[src/rtl/memory_access_unit.sv]
// memory_access_unit
//
// Memory-stage data-access controller. Watches the EX/MEM register outputs,
// issues one load or store per instruction to the data memory over a
// req/ready/rvalid handshake, and holds the EX/MEM register (stall_m) until
// the access completes. Completion is reported with a one-cycle pulse toward
// the MEM/WB register, together with the loaded word.
//
// Ports:
//   clk, reset          rising-edge clock, synchronous active-low reset
//   result_src_m        EX/MEM result source; 2'b01 marks a load
//   mem_write_m         EX/MEM byte-lane store strobes; nonzero marks a store
//   alu_result_m        EX/MEM effective address
//   write_data_m        EX/MEM raw store value (rs2)
//   stall_m             hold request for the EX/MEM register
//   dmem_req/we/addr/wstrb/wdata   registered request toward data memory
//   dmem_ready          memory accepts the request this cycle
//   dmem_rvalid/rdata   load response
//   read_data_o         loaded word, valid while access_done_o = 1
//   access_done_o       one-cycle completion pulse
//   misaligned_o        one-cycle pulse for an illegal store strobe pattern
//   timeout_o           one-cycle pulse when an access is aborted by timeout

module memory_access_unit #(
  parameter int unsigned TIMEOUT_CYCLES = 32'd255
) (
  input  logic        clk,
  input  logic        reset,
  input  logic [1:0]  result_src_m,
  input  logic [3:0]  mem_write_m,
  input  logic [31:0] alu_result_m,
  input  logic [31:0] write_data_m,
  output logic        stall_m,
  output logic        dmem_req,
  output logic        dmem_we,
  output logic [31:0] dmem_addr,
  output logic [3:0]  dmem_wstrb,
  output logic [31:0] dmem_wdata,
  input  logic        dmem_ready,
  input  logic        dmem_rvalid,
  input  logic [31:0] dmem_rdata,
  output logic [31:0] read_data_o,
  output logic        access_done_o,
  output logic        misaligned_o,
  output logic        timeout_o
);

  typedef enum logic [1:0] {
    IDLE = 2'd0,
    REQ  = 2'd1,
    RESP = 2'd2,
    DONE = 2'd3
  } state_t;

  localparam logic [7:0] TIMEOUT_LIMIT = 8'(TIMEOUT_CYCLES);

  // Only the strobe shapes a naturally aligned byte, half or word can produce.
  function automatic logic strobe_legal(input logic [3:0] strb);
    logic ok;
    case (strb)
      4'b0001, 4'b0010, 4'b0100, 4'b1000,
      4'b0011, 4'b1100, 4'b1111: ok = 1'b1;
      default:                   ok = 1'b0;
    endcase
    return ok;
  endfunction

  // Replicate the low byte/half across the word so whichever lane the
  // strobes select already carries the right data.
  function automatic logic [31:0] replicate_wdata(input logic [3:0]  strb,
                                                  input logic [31:0] data);
    logic [31:0] rep;
    case (strb)
      4'b0001, 4'b0010, 4'b0100, 4'b1000: rep = {4{data[7:0]}};
      4'b0011, 4'b1100:                   rep = {2{data[15:0]}};
      default:                            rep = data;
    endcase
    return rep;
  endfunction

  state_t      state_r;
  logic [7:0]  cnt_r;
  logic        dmem_req_r;
  logic        dmem_we_r;
  logic [31:0] dmem_addr_r;
  logic [3:0]  dmem_wstrb_r;
  logic [31:0] dmem_wdata_r;
  logic [31:0] read_data_r;
  logic        access_done_r;
  logic        misaligned_r;
  logic        timeout_r;

  logic        is_store_s;
  logic        is_load_s;
  logic        is_access_s;
  logic [8:0]  cnt_inc_s;
  logic        expired_s;
  logic        stall_s;
  logic        addr_lsb_unused_s;

  // Store wins over load when both are flagged.
  assign is_store_s  = |mem_write_m;
  assign is_load_s   = !is_store_s && (result_src_m == 2'b01);
  assign is_access_s = is_store_s || is_load_s;

  // Count of cycles spent in REQ+RESP including the current one.
  assign cnt_inc_s = {1'b0, cnt_r} + 9'd1;
  assign expired_s = (cnt_inc_s >= {1'b0, TIMEOUT_LIMIT});

  // Sub-word placement is resolved later in WB from the address LSBs.
  assign addr_lsb_unused_s = ^alu_result_m[1:0];

  // Stall must rise in the same cycle the access appears, so it is decoded
  // from the current state rather than registered.
  always_comb begin
    stall_s = 1'b0;
    if (!reset) begin
      stall_s = 1'b0;
    end else begin
      case (state_r)
        IDLE:       stall_s = is_access_s;
        REQ, RESP:  stall_s = 1'b1;
        DONE:       stall_s = 1'b0;
        default:    stall_s = 1'b0;
      endcase
    end
  end

  // Access state machine with all memory-side and completion outputs registered.
  always_ff @(posedge clk) begin
    if (!reset) begin
      state_r       <= IDLE;
      cnt_r         <= 8'd0;
      dmem_req_r    <= 1'b0;
      dmem_we_r     <= 1'b0;
      dmem_addr_r   <= 32'd0;
      dmem_wstrb_r  <= 4'd0;
      dmem_wdata_r  <= 32'd0;
      read_data_r   <= 32'd0;
      access_done_r <= 1'b0;
      misaligned_r  <= 1'b0;
      timeout_r     <= 1'b0;
    end else begin
      access_done_r <= 1'b0;
      misaligned_r  <= 1'b0;
      timeout_r     <= 1'b0;
      case (state_r)
        IDLE: begin
          if (is_access_s) begin
            read_data_r <= 32'd0;
            if (is_store_s && !strobe_legal(mem_write_m)) begin
              // Rejected before any request is issued.
              misaligned_r  <= 1'b1;
              access_done_r <= 1'b1;
              state_r       <= DONE;
            end else begin
              dmem_req_r   <= 1'b1;
              dmem_we_r    <= is_store_s;
              dmem_addr_r  <= {alu_result_m[31:2], 2'b00};
              dmem_wstrb_r <= is_store_s ? mem_write_m : 4'b0000;
              dmem_wdata_r <= is_store_s ? replicate_wdata(mem_write_m, write_data_m) : 32'd0;
              cnt_r        <= 8'd0;
              state_r      <= REQ;
            end
          end else begin
            state_r <= IDLE;
          end
        end
        REQ: begin
          cnt_r <= cnt_inc_s[7:0];
          // A real completion on the final allowed cycle beats the timeout.
          if (dmem_ready && (dmem_we_r || dmem_rvalid)) begin
            if (!dmem_we_r) begin
              read_data_r <= dmem_rdata;
            end
            dmem_req_r    <= 1'b0;
            access_done_r <= 1'b1;
            state_r       <= DONE;
          end else if (expired_s) begin
            dmem_req_r    <= 1'b0;
            read_data_r   <= 32'd0;
            timeout_r     <= 1'b1;
            access_done_r <= 1'b1;
            state_r       <= DONE;
          end else if (dmem_ready) begin
            dmem_req_r <= 1'b0;
            state_r    <= RESP;
          end else begin
            state_r <= REQ;
          end
        end
        RESP: begin
          cnt_r <= cnt_inc_s[7:0];
          if (dmem_rvalid) begin
            read_data_r   <= dmem_rdata;
            access_done_r <= 1'b1;
            state_r       <= DONE;
          end else if (expired_s) begin
            read_data_r   <= 32'd0;
            timeout_r     <= 1'b1;
            access_done_r <= 1'b1;
            state_r       <= DONE;
          end else begin
            state_r <= RESP;
          end
        end
        DONE: begin
          // EX/MEM advances at the end of this cycle, so IDLE sees a new instruction.
          state_r <= IDLE;
        end
        default: begin
          dmem_req_r <= 1'b0;
          state_r    <= IDLE;
        end
      endcase
    end
  end

  assign stall_m       = stall_s;
  assign dmem_req      = dmem_req_r;
  assign dmem_we       = dmem_we_r;
  assign dmem_addr     = dmem_addr_r;
  assign dmem_wstrb    = dmem_wstrb_r;
  assign dmem_wdata    = dmem_wdata_r;
  assign read_data_o   = read_data_r;
  assign access_done_o = access_done_r;
  assign misaligned_o  = misaligned_r;
  assign timeout_o     = timeout_r;

endmodule
[config.mk]
export PLATFORM = sky130hd
export DESIGN_NAME = memory_access_unit
export DESIGN_NICKNAME = d
export VERILOG_FILES = /design/src/rtl/memory_access_unit.sv
export SDC_FILE = /design/constraint.sdc
export NUM_CORES = 1
export LEC_CHECK = 0
export ABC_AREA = 1
export CAP_MARGIN = 15
export CORE_MARGIN = 2
export CORE_UTILIZATION = 46
export DETAILED_ROUTE_END_ITERATION = 8
export PLACE_DENSITY = 0.79
export SYNTH_ARGS = -nofsm -noshare
export SYNTH_HDL_FRONTEND = slang
export SYNTH_SLANG_ARGS = --single-unit
export TNS_END_PERCENT = 5
[constraint.sdc]
create_clock -name clk -period 2.9 [get_ports clk]
set_input_delay 0.87 -clock clk [delete_from_list [all_inputs] [get_ports clk]]
set_output_delay 0.87 -clock clk [all_outputs]
set_load 0.005 [all_outputs]
Word-level counts from Yosys, hierarchy flattened
Cells that the tools add are included.

storage, ports and cells
  register bits = 113
  bits of input ports = 106
  output and inout bits = 106
  logic and storage cells = 91

cells by class
  add/sub/neg operators = 1
  order comparisons = 1
  equal/unequal tests = 15
  muxes and demuxes = 41
  bitwise gates (word level) = 1
  reduce and logical (&&, ||, !) cells = 21

operators with widths
  operator                                                                              number
  32-bit 2-to-1 mux                                                                     6
  32-bit case mux with 3 select lines                                                   1
  32-bit case mux with 2 select lines                                                   1
  1-bit 2-to-1 mux                                                                      19
  8-bit 2-to-1 mux                                                                      2
  8-bit case mux with 2 select lines                                                    1
  4-bit equality test (second input constant)                                           3
  2-bit 2-to-1 mux                                                                      5
  8-bit by 1-bit adder with 9-bit output (second input constant)                        1
  9-bit by 8-bit greater-or-equal comparator with 1-bit output (second input constant)  1
  3-bit AND reduction                                                                   3
  4-bit by 2-bit equality test with 1-bit output (second input constant)                2
  2-bit case mux with 4 select lines                                                    1
  4-bit OR reduction                                                                    2
  7-bit OR reduction                                                                    1
  1-bit case mux with 3 select lines                                                    2
  2-bit by 1-bit equality test with 1-bit output (second input constant)                2
  2-bit equality test (second input constant)                                           2
  4-bit by 1-bit equality test with 1-bit output (second input constant)                1
  4-bit by 3-bit equality test with 1-bit output (second input constant)                1
  4-bit 2-to-1 mux                                                                      1
  2-bit inequality test (second input constant)                                         2
  4-bit inequality test (second input constant)                                         1
  1-bit case mux with 2 select lines                                                    2
  other kinds (11)                                                                      17

Logic depth before layout (Yosys ltp)
  depth in word-level cells = 12
  depth in mapped cells = 15
  gate-level depth less buffers = 14

Worst setup path after synthesis
No wires, ideal clock.

  path type = flip-flop to output port
  start = reg state_r[0]
  end = out stall_m
  arrival = 1.530 ns
  data required time = 2.030 ns
  path slack = 0.500 ns
  stages on the path, launching flop included = 7
  buffers on the path = 2
  cells stage by stage = dfxtp_1 > inv_1 > ha_1 > clkbuf_1 > clkbuf_1 > o21ai_0 > a31oi_1

between the ends
  word-level cells in the longest chain between the ends = 4
  elaborated cells between the ends (all ways) = 7
  those cells by class = eq/ne (3); mux (2); reduce/logical (2)

ends and longest elaborated chain
  element                                                                                line  text
  start, declared                                                                        81    state_t state_r;
  start signal, assigned                                                                 132   state_r <= IDLE;
  start signal, assigned                                                                 155   state_r <= DONE;
  start signal, assigned                                                                 163   state_r <= REQ;
  2-bit equality test or 2-bit by 1-bit equality test with 1-bit output (tied branches)  120   case (state_r)
  2-bit OR reduction (no source line)                                                    -
  1-bit case mux with 3 select lines (*)                                                 120
  1-bit 2-to-1 mux (*)                                                                   117   if (!reset) begin
  end, declared                                                                          33    output logic stall_m,

Every way passes the cells marked *; elsewhere a longest branch is shown, timed or not.

Worst setup path in the final report
  start = in mem_write_m[1]
  end = out stall_m

between the ends
  word-level cells in the longest chain between the ends = 6

ends and longest elaborated chain
  element                                 line  text
  start, declared                         30    input logic [3:0] mem_write_m,
  4-bit OR reduction (*)                  102   assign is_store_s = |mem_write_m;
  1-bit zero test                         103   assign is_load_s = !is_store_s && (result_src_m == 2'b01);
  1-bit logical AND                       103
  1-bit logical OR (*)                    104   assign is_access_s = is_store_s || is_load_s;
  1-bit case mux with 3 select lines (*)  120
  1-bit 2-to-1 mux (*)                    117

Marked as above.

==> metrics.md <==
| Metric | Value |
|---|---|
| Type of element launching the critical path | input port |
| H-tree depth | 4 |
| Number of buffers and inverters on the critical path | 2 |
| CTS clk-pin slew, worst paths | about 0.05 ns |
| Remaining design rule violation count | 0 |
| Residual antenna-violating net count after detailed routing | 0 |
| HPWL after DPL | 12000 µm |
| Initial DRC Count | ~400 |
| Power density over the cells | 612 nW/µm² |
| Core box area | between 10000 and 15000 µm² |
| Top Family by Delay on Critical Path | buffers and inverters |
| Switching power | roughly 1.6 mW |
| Part of the total power dissipated in the clock network | around two fifths |
| Number of distinct library cells after synthesis | 41 |
| Sequential-to-total area share from yosys stat | between 30% and 40% |
| Post-layout net count | 1188 |
| Number of input and output port buffers inserted | 207 |
| Maximum clock insertion buffer count | 2 |
| Data arrival at the endpoint of the critical path | 1.88 ns |
| Clock tree from TritonCTS | built |
| Antenna violations before repair | 0 |
| Switching Fraction | between 20% and 30% |
| Clock latency reported for the late side of the worst-skew pair | roughly 0.42 ns |
| Worst Path Max Fanout | 2 |
| Maximum clock frequency | between 300 and 400 MHz |
| Number of cells in the design after placement | around 1.2k |
| Synthesis warning total | 0 |
| Minimum clock period after layout | ~2.8 ns |
| IO Count | about 210 |
| Cell count after synthesis | between 800 and 900 |
| Combined area of all synthesized cells | 5950 µm² |
| Gr ovfl total | 0 |
| Leak | 3.72 nW |
| N_diodes | 0 |
| Layout Cells excl Fill | about 1.3k |
| Die area | 13900 µm² |
| Worst clock skew | around 0.0084 ns |
| Final WL | roughly 17000 µm |
| Width of the die | between 100 and 150 µm |
| Via count of the first global-routing pass | 6079 |
| Beginning of the worst register-to-register path | cnt_r[0]$_SDFFE_PN0P_ |
| Clock sink count | approximately 110 |
| Type of the tightest min-delay check | register to register |
| Effective utilization at floorplan | between 40 and 50% |
| Pre-CTS setup slack | -0.224 ns |
| Number of cells on the worst reg-to-reg path | 13 |
| Transition time at the pin with the least slew margin | between 0.5 and 0.6 ns |
| Sequence of cells on the critical path | clkdlybuf4s50_1 -> or2_4 -> nor2_4 -> a31oi_1 -> clkbuf_2 |
| Required time of the critical path | ~2 ns |
| Fin. Hold Viols | 0 |
| Post-Route Hold Slack | 0.461 ns |
| Maximum capacitance violations | 0 |
| Share of cells above drive strength 1 | between 10% and 20% |
| Final Slew Violations | 0 |
| First-pass GRT wire length | 29100 µm |
| Slew Limit Headroom | approximately 64% |
| Crit path depth | 5 |
| Vertical extent of the die | 118 µm |
| Post-CTS Hold Fix Bufs | 0 |
| Maximum number of pins on one net before global-route repair | between 40 and 50 |
| Start point of the critical path | mem_write_m[1] |
| Register-to-register setup slack | 0.76 ns |
| Overall fraction of global-route tracks in use | approximately a quarter |
| Delay contributed by the slowest stage of the critical path | between 0.4 and 0.5 ns |
| Share of total power in combinational logic | between 20% and 30% |
| Termination of the worst setup path | stall_m |
| Iteration count of the initial detailed-routing pass | 5 |
| Fin worst setup slack | roughly 0.15 ns |
| Capturing point of the worst reg2reg path | read_data_o[20]$_SDFFE_PN0P_ |
| Post-CTS Repair Setup Buffers | 0 |
| Clock tree root driver cell | sky130_fd_sc_hd__clkbuf_16 |
| Critical path's slowest cell | sky130_fd_sc_hd__clkdlybuf4s50_1 |
| Number of core rows | 41 |
| Crit path capture type | primary output |
| Final period utilization | between 90% and 100% |
| Average wire length per cell after detail routing | about 14 µm |
| Num CTS Buffers | 17 |
| Avg Vias per Cell | 5.07 |
| Critical path class | input port to primary output |
| Synthesized flop and latch total | between 100 and 150 |
| Final weighted congestion in routability-driven placement | 0.822 |
| Synthesized area divided by synthesized cell count | 6.82 µm² |
| Via Count | between 6k and 7k |
| Layout overhead on the synthesized area | 48.0% |
| Internal cell power | 3.82 mW |
| Sequential share of power | approximately 34% |
| Setup repair after global routing missed its margin | no |
| Result of the run | finished, final reports clean |
| Peak supply drop | 429 µV |
| Final setup fails | 0 |
## tightest hold or removal path: cells and delay by family (launching register included)
kind,cells,cell delay [ns]
flops,1,0.30
simple gates,1,0.06
compound gates,1,0.05
## cell usage in the layout, fill, tap and decap left out, types with 12 or more instances in the layout
cell and instances:
sky130_fd_sc_hd__clkbuf_16 17, sky130_fd_sc_hd__dfxtp_1 113, sky130_fd_sc_hd__o21ai_0 88, sky130_fd_sc_hd__nand3_1 36, sky130_fd_sc_hd__a21oi_1 88, sky130_fd_sc_hd__buf_4 25
sky130_fd_sc_hd__nor2_1 90, sky130_fd_sc_hd__clkdlybuf4s50_1 206, sky130_fd_sc_hd__a21oi_2 12, sky130_fd_sc_hd__nand2_1 254, sky130_fd_sc_hd__inv_1 56, sky130_fd_sc_hd__nand4_1 12
## kinds of logic after synthesis
| logic type | count (synthesis) | share of synthesized area (%) |
|---|---|---|
| XOR/XNOR | 1 | 0.147 |
| flip-flops | 113 | 38.0 |
| AND/OR/NAND/NOR | 419 | 30.7 |
| AO/OA/AOI/OAI | 207 | 18.9 |
| buffers and inverters | 117 | 9.34 |
| adder cells (fa/ha/maj) | 7 | 1.47 |
| other | 1 | 0.0631 |
| multiplexers | 7 | 1.33 |
## through the flow
step / util, % / instance area [µm²] / TNS (ns) / power [mW]
global placement: 65.0 / 8200 / -0.189 / 3.26
CTS: 69.8 / 8800 / 0 / 5.42
finish: 69.7 / 8800 / 0 / 5.39
floorplan: - / 5950 / 0 / 2.62
detailed placement: 65.0 / 8200 / -0.224 / 3.28
global route: 69.7 / 8800 / 0 / 5.67
## worst min-delay path by stage
stage,from,to,slack [ns],cells after the start
floorplan,read_data_o[10]$_SDFFE_PN0P_,read_data_o[10]$_SDFFE_PN0P_,0.46,2
global placement,read_data_o[10]$_SDFFE_PN0P_,read_data_o[10]$_SDFFE_PN0P_,0.45,2
detailed placement,read_data_o[3]$_SDFFE_PN0P_,read_data_o[3]$_SDFFE_PN0P_,0.45,2
CTS,dmem_wdata[22]$_SDFFE_PN0P_,dmem_wdata[22]$_SDFFE_PN0P_,0.46,2
global route,dmem_wdata[21]$_SDFFE_PN0P_,dmem_wdata[21]$_SDFFE_PN0P_,0.47,2
finish,dmem_wdata[30]$_SDFFE_PN0P_,dmem_wdata[30]$_SDFFE_PN0P_,0.46,2
## area by class of cell
cell class	count	area (µm²)
fillers	1086	3820
multi-input cells	643	3130
repair buffers	236	2330
flip-flops and latches	113	2260
clock buffers	22	474
inverters	64	249
well taps	172	215
clock inverters	10	133
## Yosys cell counts
cell | number | area (µm²)
sky130_fd_sc_hd__a2111oi_2 | 1 | 15.0
sky130_fd_sc_hd__a211oi_1 | 3 | 22.5
sky130_fd_sc_hd__a21oi_1 | 88 | 440
sky130_fd_sc_hd__a21oi_2 | 12 | 105
sky130_fd_sc_hd__a31oi_1 | 3 | 18.8
sky130_fd_sc_hd__buf_2 | 8 | 40.0
sky130_fd_sc_hd__buf_4 | 4 | 30.0
sky130_fd_sc_hd__buf_6 | 11 | 124
sky130_fd_sc_hd__clkbuf_1 | 30 | 113
sky130_fd_sc_hd__clkinv_1 | 1 | 3.75
sky130_fd_sc_hd__clkinv_2 | 1 | 5.00
sky130_fd_sc_hd__conb_1 | 1 | 3.75
sky130_fd_sc_hd__dfxtp_1 | 113 | 2260
sky130_fd_sc_hd__ha_1 | 7 | 87.6
sky130_fd_sc_hd__inv_1 | 57 | 214
sky130_fd_sc_hd__inv_2 | 3 | 11.3
sky130_fd_sc_hd__inv_4 | 1 | 6.26
sky130_fd_sc_hd__inv_6 | 1 | 8.76
sky130_fd_sc_hd__mux2_2 | 7 | 78.8
sky130_fd_sc_hd__nand2_1 | 254 | 953
sky130_fd_sc_hd__nand2_2 | 2 | 12.5
sky130_fd_sc_hd__nand2_4 | 6 | 67.6
sky130_fd_sc_hd__nand2_8 | 1 | 20.0
sky130_fd_sc_hd__nand3_1 | 36 | 180
sky130_fd_sc_hd__nand3_2 | 2 | 20.0
sky130_fd_sc_hd__nand3_4 | 1 | 17.5
sky130_fd_sc_hd__nand3b_1 | 1 | 7.51
sky130_fd_sc_hd__nand4_1 | 12 | 75.1
sky130_fd_sc_hd__nor2_1 | 90 | 338
sky130_fd_sc_hd__nor2_2 | 4 | 25.0
sky130_fd_sc_hd__nor2_4 | 5 | 56.3
sky130_fd_sc_hd__nor2_8 | 1 | 20.0
sky130_fd_sc_hd__nor3_1 | 1 | 5.00
sky130_fd_sc_hd__nor3_2 | 1 | 10.0
sky130_fd_sc_hd__o211ai_1 | 2 | 15.0
sky130_fd_sc_hd__o21ai_0 | 88 | 440
sky130_fd_sc_hd__o21ai_1 | 7 | 35.0
sky130_fd_sc_hd__o21ai_4 | 1 | 16.3
sky130_fd_sc_hd__o21bai_1 | 2 | 15.0
sky130_fd_sc_hd__or2_4 | 2 | 17.5
sky130_fd_sc_hd__xor2_1 | 1 | 8.76
## registers in the layout (all words and copies together), names as in the netlist, 2 cells and up
register and flops:
dmem_wdata 32, state_r 2, cnt_r 8, dmem_wstrb 4
read_data_o 32, dmem_addr 30
## routing by layer
| metal | vias up | GRT usage [%] | wire, µm |
|---|---|---|---|
| met3 | 21 | 9.79 | 1590 |
| li1 | 3227 | - | - |
| met5 | - | 0 | 0 |
| met4 | 0 | 8.58 | 269 |
| met1 | 2913 | 30.1 | 7380 |
| met2 | 221 | 41.9 | 8180 |
## power groups by stage
stage | combinational, mW | clock (mW) | sequential [mW]
final | 1.43 | 2.14 | 1.82
after global placement | 1.42 | 0 | 1.84
after global routing | 1.59 | 2.24 | 1.84
after floorplan | 0.773 | 0 | 1.85
after detailed placement | 1.43 | 0 | 1.85
after CTS | 1.44 | 2.16 | 1.82
## what timing repair did
item / CTS / global route
cloned: 0 / 0
gates resized for setup: 2 / 1
setup endpoints to repair: 1 / 1
pin swaps: 2 / 0
Power figures use the tool's default switching activity.
